`config.mk`:
```
export PLATFORM = sky130hd
export DESIGN_NAME = clk_period_meter_flat
export DESIGN_NICKNAME = d
export VERILOG_FILES = /design/src/rtl/clk_period_meter_if.sv /design/src/rtl/clk_period_meter.sv /design/src/flat_wrapper.sv
export SDC_FILE = /design/constraint.sdc
export NUM_CORES = 1
export LEC_CHECK = 0
export CORE_UTILIZATION = 35
export CTS_BUF_LIST = sky130_fd_sc_hd__clkbuf_8
export DETAILED_ROUTE_END_ITERATION = 6
export PLACE_DENSITY = 0.6
export SLEW_MARGIN = 40
export SYNTH_ARGS = -nofsm -noshare
export SYNTH_HDL_FRONTEND = slang
export SYNTH_SLANG_ARGS = --single-unit
```
`constraint.sdc`:
```
create_clock -name clk -period 3.1 [get_ports clk]
set_clock_uncertainty 0.2 [all_clocks]
set_input_delay 0.62 -clock clk [delete_from_list [all_inputs] [get_ports clk]]
set_output_delay 0.62 -clock clk [all_outputs]
set_load 0.02 [all_outputs]
```
`src/rtl/clk_period_meter_if.sv`:
```
// Measurement bus of clk_period_meter: the slow input to be measured and the
// period / high-time results with their status flags.
interface clk_period_meter_if #(
   parameter int CNT_W = 32
);
   logic             sig_in;
   logic [CNT_W-1:0] period;
   logic [CNT_W-1:0] high_time;
   logic             meas_valid;
   logic             timeout;
   logic             busy;

   modport master (
      output sig_in,
      input  period, high_time, meas_valid, timeout, busy
   );

   modport slave (
      input  sig_in,
      output period, high_time, meas_valid, timeout, busy
   );
endinterface

```
`src/rtl/clk_period_meter.sv`:
```
// clk_period_meter: measures the period of a slow asynchronous signal in clk cycles.
// Define PERIOD_METER_DUTY_EN to build the high-time counter; otherwise high_time reads 0.
module clk_period_meter #(
   parameter int CNT_W       = 32,
   parameter int SYNC_STAGES = 2,
   parameter int TIMEOUT_CYC = 1000
) (
   input  logic              clk,
   input  logic              rst,
   clk_period_meter_if.slave bus
);
   localparam logic [CNT_W-1:0] TIMEOUT_VAL = CNT_W'(TIMEOUT_CYC);
   localparam logic [CNT_W-1:0] ONE         = CNT_W'(1);

   typedef enum logic {IDLE, MEASURE} state_t;

   state_t                 state;
   logic [SYNC_STAGES-1:0] sync_q;
   logic                   s_d;
   logic [CNT_W-1:0]       cnt;
   logic [CNT_W-1:0]       period_q;
   logic                   meas_valid_q;
   logic                   timeout_q;
   logic                   busy_q;
   logic                   s;
   logic                   rise;

`ifdef PERIOD_METER_DUTY_EN
   logic [CNT_W-1:0]       hcnt;
   logic [CNT_W-1:0]       high_q;
`endif

   assign s    = sync_q[SYNC_STAGES-1];
   assign rise = s & ~s_d;

   // NOTE: only non-blocking assignments here, so every register samples the
   // pre-edge value of the others regardless of statement order.
   always_ff @(posedge clk) begin
      if (rst) begin
         state        <= IDLE;
         sync_q       <= '0;
         s_d          <= 1'b0;
         cnt          <= '0;
         period_q     <= '0;
         meas_valid_q <= 1'b0;
         timeout_q    <= 1'b0;
         busy_q       <= 1'b0;
`ifdef PERIOD_METER_DUTY_EN
         hcnt         <= '0;
         high_q       <= '0;
`endif
      end else begin
         sync_q       <= {sync_q[SYNC_STAGES-2:0], bus.sig_in};
         s_d          <= s;
         meas_valid_q <= 1'b0;
         unique case (state)
            IDLE: begin
               cnt <= '0;
               if (rise) begin
                  cnt    <= ONE;
                  state  <= MEASURE;
                  busy_q <= 1'b1;
`ifdef PERIOD_METER_DUTY_EN
                  hcnt   <= ONE;
`endif
               end
            end
            MEASURE: begin
               // A rise on the timeout cycle still counts as a measurement.
               if (rise) begin
                  period_q     <= cnt;
                  meas_valid_q <= 1'b1;
                  timeout_q    <= 1'b0;
                  cnt          <= ONE;
`ifdef PERIOD_METER_DUTY_EN
                  high_q       <= hcnt;
                  hcnt         <= ONE;
`endif
               end else if (cnt == TIMEOUT_VAL) begin
                  timeout_q <= 1'b1;
                  state     <= IDLE;
                  busy_q    <= 1'b0;
                  cnt       <= '0;
               end else begin
                  cnt <= cnt + ONE;
`ifdef PERIOD_METER_DUTY_EN
                  hcnt <= hcnt + CNT_W'(s);
`endif
               end
            end
            default: state <= IDLE;
         endcase
      end
   end

   assign bus.period     = period_q;
   assign bus.meas_valid = meas_valid_q;
   assign bus.timeout    = timeout_q;
   assign bus.busy       = busy_q;
`ifdef PERIOD_METER_DUTY_EN
   assign bus.high_time  = high_q;
`else
   assign bus.high_time  = '0;
`endif
endmodule
```
`src/flat_wrapper.sv`:
```
// flat-port wrapper written by rule: the top's interface ports become plain ports
module clk_period_meter_flat 
#(
   parameter int CNT_W       = 32,
   parameter int SYNC_STAGES = 2,
   parameter int TIMEOUT_CYC = 1000
)
  (clk, rst, bus_sig_in, bus_period, bus_high_time, bus_meas_valid, bus_timeout, bus_busy);
  clk_period_meter_if #(.CNT_W(CNT_W)) bus_i ();
  input  logic clk;
  input  logic rst;
  input wire logic [$bits(bus_i.sig_in)-1:0] bus_sig_in;
  output wire logic [$bits(bus_i.period)-1:0] bus_period;
  output wire logic [$bits(bus_i.high_time)-1:0] bus_high_time;
  output wire logic [$bits(bus_i.meas_valid)-1:0] bus_meas_valid;
  output wire logic [$bits(bus_i.timeout)-1:0] bus_timeout;
  output wire logic [$bits(bus_i.busy)-1:0] bus_busy;
  assign bus_i.sig_in = bus_sig_in;
  assign bus_period = bus_i.period;
  assign bus_high_time = bus_i.high_time;
  assign bus_meas_valid = bus_i.meas_valid;
  assign bus_timeout = bus_i.timeout;
  assign bus_busy = bus_i.busy;
  clk_period_meter #(.CNT_W(CNT_W), .SYNC_STAGES(SYNC_STAGES), .TIMEOUT_CYC(TIMEOUT_CYC)) u_core (.clk(clk), .rst(rst), .bus(bus_i));
endmodule
```
# Word level (Yosys, flattened, before mapping)
# Cells that the tools add are included.
# word_totals
word_cells	35
register_bits	71
output_inout_bits	67
# classes
n_reduce_logical	5
bitwise_logic	3
addsub	1
muxes	14
eq_ne	4
# op_table
operator	n
$mux 32	2
$pmux 32 s2	1
$add 32x1->32 const B	1
$eq 32x10->1 const B	1
$mux 1	9
$ne 2x2->1 const B	2
$pmux 1 s2	2
$reduce_and 2->1	2
$reduce_and 3->1	1
$ne 2x1->1 const B	1
$not 1->1	2
$reduce_bool 2->1	1
$reduce_or 2->1	1
$and 1x1->1	1

# Logic depth before layout (Yosys ltp)
# Gate-level depths: netlist of run 1.
# depth
depth_word	4
ltp_mapped	7
ltp_nobuf	6

# Worst setup path before layout of run 1
# No wires, ideal clock.
# synth_path
path_type	reg2reg
startpoint	register u_core.cnt[0]
endpoint	register u_core.cnt[2]
required_ns	2.768
path_slack_ns	1.123
arrival_ns	1.645
stages_incl_launch_ff	8
setup_ns	0.132
n_path_buf	1
cell_sequence	dfxtp_1 > inv_1 > ha_1 > nor4b_1 > nand4_1 > o311ai_2 > buf_2 > nor3_1
# synth_via
elab_chain_len	4
# synth_rtl
item	line_no	text
start, declared	clk_period_meter.sv:20	logic [CNT_W-1:0] cnt;
start signal, assigned	clk_period_meter.sv:85	cnt <= cnt + ONE;
$add 32x1->32 / $eq 32x10->1 (equally long branches)	clk_period_meter.sv:85, clk_period_meter.sv:79	
$mux 32 *	clk_period_meter.sv:79	end else if (cnt == TIMEOUT_VAL) begin
$mux 32 *	clk_period_meter.sv:70	if (rise) begin
$pmux 32 s2 *	clk_period_meter.sv:56	unique case (state)
# Mark *: on every way between the ends. The rest lies on a longest branch, timed or not.
# A chain may end at the register's enable or synchronous reset.

# Worst setup path after layout of run 1
# layout_path
startpoint	register u_core.cnt[0]
endpoint	register u_core.cnt[6]
# The elaborated chain is that of the path after synthesis.

==> results of run 1 <==
==> power breakdown <==
part | internal [mW] | leakage [nW] | switching, mW
sequential | 0.915 | 0.572 | 0.00367
combinational | 0.0116 | 0.536 | 0.0622
clock | 0.315 | 0.0849 | 0.379
total | 1.24 | 1.19 | 0.445
==> routing by layer <==
layer	global-route usage (%)	up-vias	share of wire, %
li1	-	1327	-
met1	20.4	1256	49
met2	25.3	61	46
met3	3.08	8	3.6
met4	6.99	0	1.5
met5	0	-	0
==> metrics by stage <==
stage / hold slack, ns / std cells / power [mW] / area, um^2 / util (%)
6_report: 0.254 / 519 / 1.69 / 3750 / 42.6
3_3_place_gp: 0.224 / 503 / 1.01 / 3560 / 40.5
5_1_grt: 0.273 / 519 / 1.74 / 3750 / 42.6
3_5_place_dp: 0.235 / 503 / 1.01 / 3560 / 40.5
4_1_cts: 0.254 / 519 / 1.69 / 3750 / 42.6
2_1_floorplan: 0.214 / 408 / 1.03 / 3350 / -
==> cell type report <==
| class | count | area share, % |
|---|---|---|
| multi-input combinational | 274 | 41.8 |
| timing repair buffer | 43 | 11.1 |
| clock inverter | 6 | 1.20 |
| clock buffer | 10 | 3.67 |
| tap | 108 | 3.61 |
| sequential | 71 | 37.9 |
| inverter | 7 | 0.701 |
==> Yosys cell counts <==
cell type / n / area share [%]
dfxtp_1: 71 / 44
or4_1: 8 / 1.9
o211a_1: 1 / 0.31
and4_1: 5 / 1.4
nand3_1: 12 / 1.9
nand2b_1: 1 / 0.19
or4_4: 3 / 1.0
o21ai_0: 9 / 1.4
and2_1: 1 / 0.19
buf_2: 6 / 0.93
or3_1: 9 / 1.7
a211oi_1: 15 / 3.5
a211oi_2: 5 / 1.9
nor2_1: 2 / 0.23
a21oi_1: 33 / 5.1
xnor2_1: 3 / 0.81
xor2_1: 7 / 1.9
nand2_1: 75 / 8.7
nor4_1: 5 / 0.97
nand4_1: 6 / 1.2
nor2b_1: 4 / 0.77
ha_1: 2 / 0.77
o31ai_1: 11 / 2.6
nor3_1: 12 / 1.9
o311ai_2: 1 / 0.50
and3_1: 4 / 0.77
nand4_4: 2 / 1.3
o22ai_1: 1 / 0.19
nor3b_1: 1 / 0.23
buf_4: 33 / 7.7
clkbuf_1: 16 / 1.9
conb_1: 1 / 0.12
inv_1: 7 / 0.81
o21ai_1: 1 / 0.15
buf_6: 1 / 0.35
nor4b_1: 3 / 0.81
==> sequential cells by signal, indices dropped and copies added (netlist names) <==
name	cells
u_core.cnt	32
u_core.state	1
u_core.bus.meas_valid	1
u_core.bus.timeout	1
u_core.s_d	1
u_core.sync_q	2
u_core.bus.period	32
u_core.bus.busy	1
==> worst max path at each step <==
| stage | endpoint | slack [ns] | depth (start not counted) |
|---|---|---|---|
| after floorplan | u_core.cnt[2]$_SDFF_PP0_ | 1.12 | 7 |
| after global placement | u_core.cnt[7]$_SDFF_PP0_ | 0.81 | 7 |
| after detailed placement | u_core.cnt[6]$_SDFF_PP0_ | 0.76 | 7 |
| after CTS | u_core.cnt[2]$_SDFF_PP0_ | 0.77 | 7 |
| after global routing | u_core.cnt[22]$_SDFF_PP0_ | 0.60 | 4 |
| final | u_core.cnt[6]$_SDFF_PP0_ | 0.77 | 7 |
==> logic make-up after synthesis <==
group	share of synthesized area, %
AOI/OAI and AO/OA	15.7
xor gates and xnor gates	2.71
adders and majority gates	0.775
buffers and inverters	11.6
DFF	44.0
other	0.116
and+or+nand+nor	25.1
==> flow_summary_export.csv, run 1 <==
group,metric,value,unit
worst_setup_path,critPathMaxStageDelay,0.50,ns
hold_path,min-delay-start,"u_core.sync_q[0]$_SDFF_PP0_",
floorplan,fp-row-count,34,
cts,clk_path_buf_depth,2,
sta,tns,0,ns
cts,cts_inserted_buffers,9,
placed_design,dpl_worst_slack,0.761,ns
drt,post_drt_via_cell_ratio,5.11,
worst_setup_path,crit_type,"reg -> reg",
synthesis,syn_area,3230,um^2
synthesis,ys_seq_area_share,44.0,%
global_route,antenna_found_initial,0,
run_status,status,"finished with violations",
worst_setup_path,r2r-start,"u_core.cnt[0]$_SDFF_PP0_",
drt,wirelength,7090,um
placed_design,finalWeightedCongestion,0.784,
sta,relSlewSlack,53.4,%
worst_setup_path,cp_slowest_cell,"o311ai_4",
worst_setup_path,startpoint,"u_core.cnt[0]$_SDFF_PP0_",
worst_setup_path,crit_chain,"inv_1 > ha_1 > nor4b_1 > nand4_1 > o311ai_4 > buf_4 > nor3_1",
synthesis,ys_seq_elements,71,
run_status,violations,"DRC",
power,vdd_drop_max,0.161,mV
floorplan,ios,70,
drt,postRouteAntennaNets,0,
drt,drt_first_pass_iters,6,
cts,cts_tree,"built",
floorplan,die_h,98.1,um
floorplan,dieArea,9610,um^2
worst_setup_path,path_buf_inv,2,
finish,multi_input_area,1570,um^2
floorplan,dieWidth,98.1,um
global_route,grt_overflow_total,0,
hold_path,hold_path_depth,1,
cts,ctsHoldBuffers,0,
worst_setup_path,cp_data_required_time,3.13,ns
worst_setup_path,reg2reg_depth,7,
finish,drive_gt1_share,8.76,%
cts,clk_latency,0.36,ns
hold_path,hold_path_end,"u_core.sync_q[1]$_SDFF_PP0_",
power,power.leakage,1.19,nW
drt,drc_errors,6,
finish,fin_nets,411,
floorplan,start_util,36.7,%
finish,antenna_cells,0,
finish,fill_cells,881,
floorplan,placeableCoreArea,8810,um^2
sta,setup_viol,0,
worst_setup_path,path_max_fanout,16,
drt,vias,2652,
sta,worst_slack,0.766,ns
worst_setup_path,start_kind,"flip-flop",
worst_setup_path,crit_arrival,2.36,ns
sta,layout_min_cycle_time,2.33,ns
synthesis,syn_avg_cell_area,8.57,um^2
cts,path_clk_slew,0.09,ns
global_route,grtUsageTotal,15.7,%
placed_design,hpwl,4670,um
sta,slew_viol_final,0,
hold_path,min_path_type,"reg -> reg",
drt,post_drt_wl_per_cell,13.7,um
placed_design,portBuffers,37,
synthesis,yosys_warnings,0,
sta,worst_pin_slew,0.699,ns
cts,root_buffer,"clkbuf_8",
cts,cts_setup_buffers,0,
finish,register_area,1420,um^2
global_route,grt_pass1_wl,12200,um
cts,h-tree-depth,3,
sta,rsz0062_at_grt,"no",
finish,final_cell_mix,"nand2_1 (74), dfxtp_1 (71), clkdlybuf4s50_1 (37)",
global_route,grt_max_degree,40,
run,max_cap_viol_count,0,
finish,areaGrowthSynthToFinish,16.0,%
global_route,grt_pass1_vias,2549,
power,power.density,450,nW/um^2
synthesis,synth_cells,377,
worst_setup_path,endpoint_kind,"flip-flop",
drt,first_iter_violations,117,
synthesis,yosys.cell_types.count,36,
sta,fin_crit_sh,75.3,%
sta,fmax,428,MHz
worst_setup_path,crit_family,"simple AND/OR/NAND/NOR gates",
worst_setup_path,r2r_end,"u_core.cnt[6]$_SDFF_PP0_",
sta,hold_viol,0,
finish,layout_commonest_cell,"nand2_1",
cts,cts.sinks,71,
cts,cts-resized-gates,0,
worst_setup_path,r2r_slack,0.77,ns
Note: power is estimated with default switching activity, not from simulation.
==> run 2: changes to the inputs <==
Clock period 3.1 ns to 2.3 ns, I/O delays scaled along.
==> run 2 against run 1 <==
Compared with the run above: the run still ends with DRC left; global-route usage shrank 0.34 points; sequential cell count is the same; via count grew 0.79%; cell count grew 1.7%; register-to-register slack lost 0.62 ns; critical path depth shrank 2; worst setup slack lost 0.62 ns; clock-buffer cell count is the same; fmax grew 8.3%; largest cell class unchanged; highest routed layer unchanged.
==> flow_summary_export.csv, run 2 (synthesis gave the netlist of run 1 again) <==
group,metric,value,unit
cts,root_buffer,"clkbuf_8",
floorplan,start_util,36.7,%
sta,layout_min_cycle_time,2.15,ns
placed_design,hpwl,4630,um
drt,wirelength,6870,um
power,p_sw_share,23.0,%
sta,rsz0062_at_grt,"no",
finish,final_cell_mix,"nand2_1 (75), dfxtp_1 (71), clkdlybuf4s50_1 (37)",
drt,drt_first_pass_iters,6,
power,total_power,2.45,mW
cts,ctsHoldBuffers,0,
cts,cts_tree,"built",
cts,path_clk_slew,0.08,ns
global_route,antenna_found_initial,0,
power,seqPwrFrac,50.5,%
hold_path,min_path_type,"reg -> reg",
run_status,status,"finished with violations",
floorplan,fp-row-count,34,
placed_design,placed_cells,511,
sta,slew_viol_final,0,
cts,clk_latency,0.35,ns
drt,first_iter_violations,133,
cts,clk_path_buf_depth,2,
floorplan,dieWidth,98.1,um
run,max_cap_viol_count,0,
worst_setup_path,start_kind,"flip-flop",
global_route,grt_overflow_total,0,
finish,drive_gt1_share,11.0,%
power,power.switching,0.564,mW
sta,setup_viol,0,
power,power.leakage,1.27,nW
sta,fin_crit_sh,93.7,%
worst_setup_path,endpoint_kind,"flip-flop",
power,power.density,635,nW/um^2
global_route,grt_pass1_wl,11800,um
run_status,violations,"DRC",
drt,vias,2673,
placed_design,placed_cell_area,3620,um^2
finish,register_area,1420,um^2
power,pwr-share-clk,45.4,%
finish,fin_cells,528,
worst_setup_path,crit_type,"reg -> reg",
cts,cts.sinks,71,
worst_setup_path,path_buf_inv,1,
floorplan,ios,70,
finish,fin_nets,420,
power,vdd_drop_max,0.262,mV
hold_path,min-delay-start,"u_core.sync_q[0]$_SDFF_PP0_",
worst_setup_path,cp_slowest_cell,"nor4_1",
drt,drc_errors,6,
worst_setup_path,r2r-start,"u_core.cnt[11]$_SDFF_PP0_",
floorplan,die_h,98.1,um
finish,final_area,3860,um^2
worst_setup_path,cp_data_required_time,2.32,ns
worst_setup_path,path_max_fanout,12,
placed_design,finalWeightedCongestion,0.757,
worst_setup_path,crit_arrival,2.17,ns
drt,postRouteAntennaNets,0,
worst_setup_path,crit_chain,"nor4_1 > nand4_1 > o311ai_4 > buf_4 > a211oi_1",
drt,post_drt_via_cell_ratio,5.06,
sta,fmax,464,MHz
global_route,grt_pass1_vias,2493,
global_route,grtUsageTotal,15.4,%
worst_setup_path,startpoint,"u_core.cnt[11]$_SDFF_PP0_",
power,p_comb_share,4.1,%
cts,cts_inserted_buffers,9,
sta,hold_viol,0,
worst_setup_path,crit_family,"simple AND/OR/NAND/NOR gates",
floorplan,placeableCoreArea,8810,um^2
placed_design,portBuffers,37,
sta,tns,0,ns
finish,fill_cells,883,
global_route,grt_max_degree,40,
finish,layout_commonest_cell,"nand2_1",
power,intPower,1.89,mW
finish,areaGrowthSynthToFinish,19.6,%
finish,multi_input_area,1570,um^2
cts,h-tree-depth,3,
floorplan,dieArea,9610,um^2
worst_setup_path,critPathMaxStageDelay,0.47,ns
finish,antenna_cells,0,
drt,post_drt_wl_per_cell,13.0,um
-- run 2: cell types whose count changed in the layout (fill, tap and decap cells not counted), moves of 2 or more --
cell        change
bufinv_16       +2
buf_4           +8
clkinv_2        +2
clkinvlp_4      -3
-- run 2: worst paths after layout --
path	end	slack (ns)	cells past startpoint
max	u_core.cnt[31]$_SDFF_PP0_	0.15	5
min	u_core.sync_q[1]$_SDFF_PP0_	0.25	1
min reg2reg	u_core.sync_q[1]$_SDFF_PP0_	0.25	1
max reg2reg	u_core.cnt[31]$_SDFF_PP0_	0.15	5
-- run 2: metal layers --
metal / GRT usage (%) / vias to the layer above / part of all wire (%) / routed length (um)
met5: 0 / - / 0 / 0
met4: 6.76 / 0 / 2.5 / 171
met3: 4.44 / 11 / 3.9 / 266
met2: 24.9 / 64 / 47 / 3250
met1: 19.1 / 1249 / 46 / 3180
li1: - / 1349 / - / -
-- run 2: metrics by stage --
| stage | hold WS (ns) | utilization, % | setup slack (ns) |
|---|---|---|---|
| final | 0.247 | 43.9 | 0.146 |
| after detailed placement | 0.227 | 41.1 | 0.00297 |
| after global routing | 0.271 | 43.9 | 0.0247 |
| after CTS | 0.246 | 43.7 | 0.0210 |
| after floorplan | 0.214 | - | 0.323 |
| after global placement | 0.229 | 41.1 | 0.101 |
-- run 2: worst reg2reg max path: stages, from the launching register on --
cell and delay [ns]:
dfxtp_1 0.37, nor4_1 0.47, nand4_1 0.25, o311ai_4 0.40, buf_4 0.28, a211oi_1 0.07
-- run 2: timing repair --
action / in CTS / in global routing
pin swaps: 0 / 1
setup endpoints to repair: 5 / 31
setup buffers: 0 / 1
gates cloned: 0 / 0
resized for setup: 1 / 2
-- run 2: power groups by stage --
stage                     clock (mW)  combinational, mW  sequential [mW]
after global placement             0             0.0994             1.27
after detailed placement           0             0.0996             1.27
after floorplan                    0              0.121             1.27
after CTS                       1.14              0.100             1.24
after global routing            1.20              0.110             1.24
final                           1.11              0.101             1.24
-- run 2: layout make-up --
class	instances	share of cell area, %
well taps	108	3.50
flip-flops and latches	71	36.8
inverters	7	0.680
clock buffers	10	3.56
multi-input cells	274	40.7
repair buffers	52	12.6
clock inverters	6	2.17
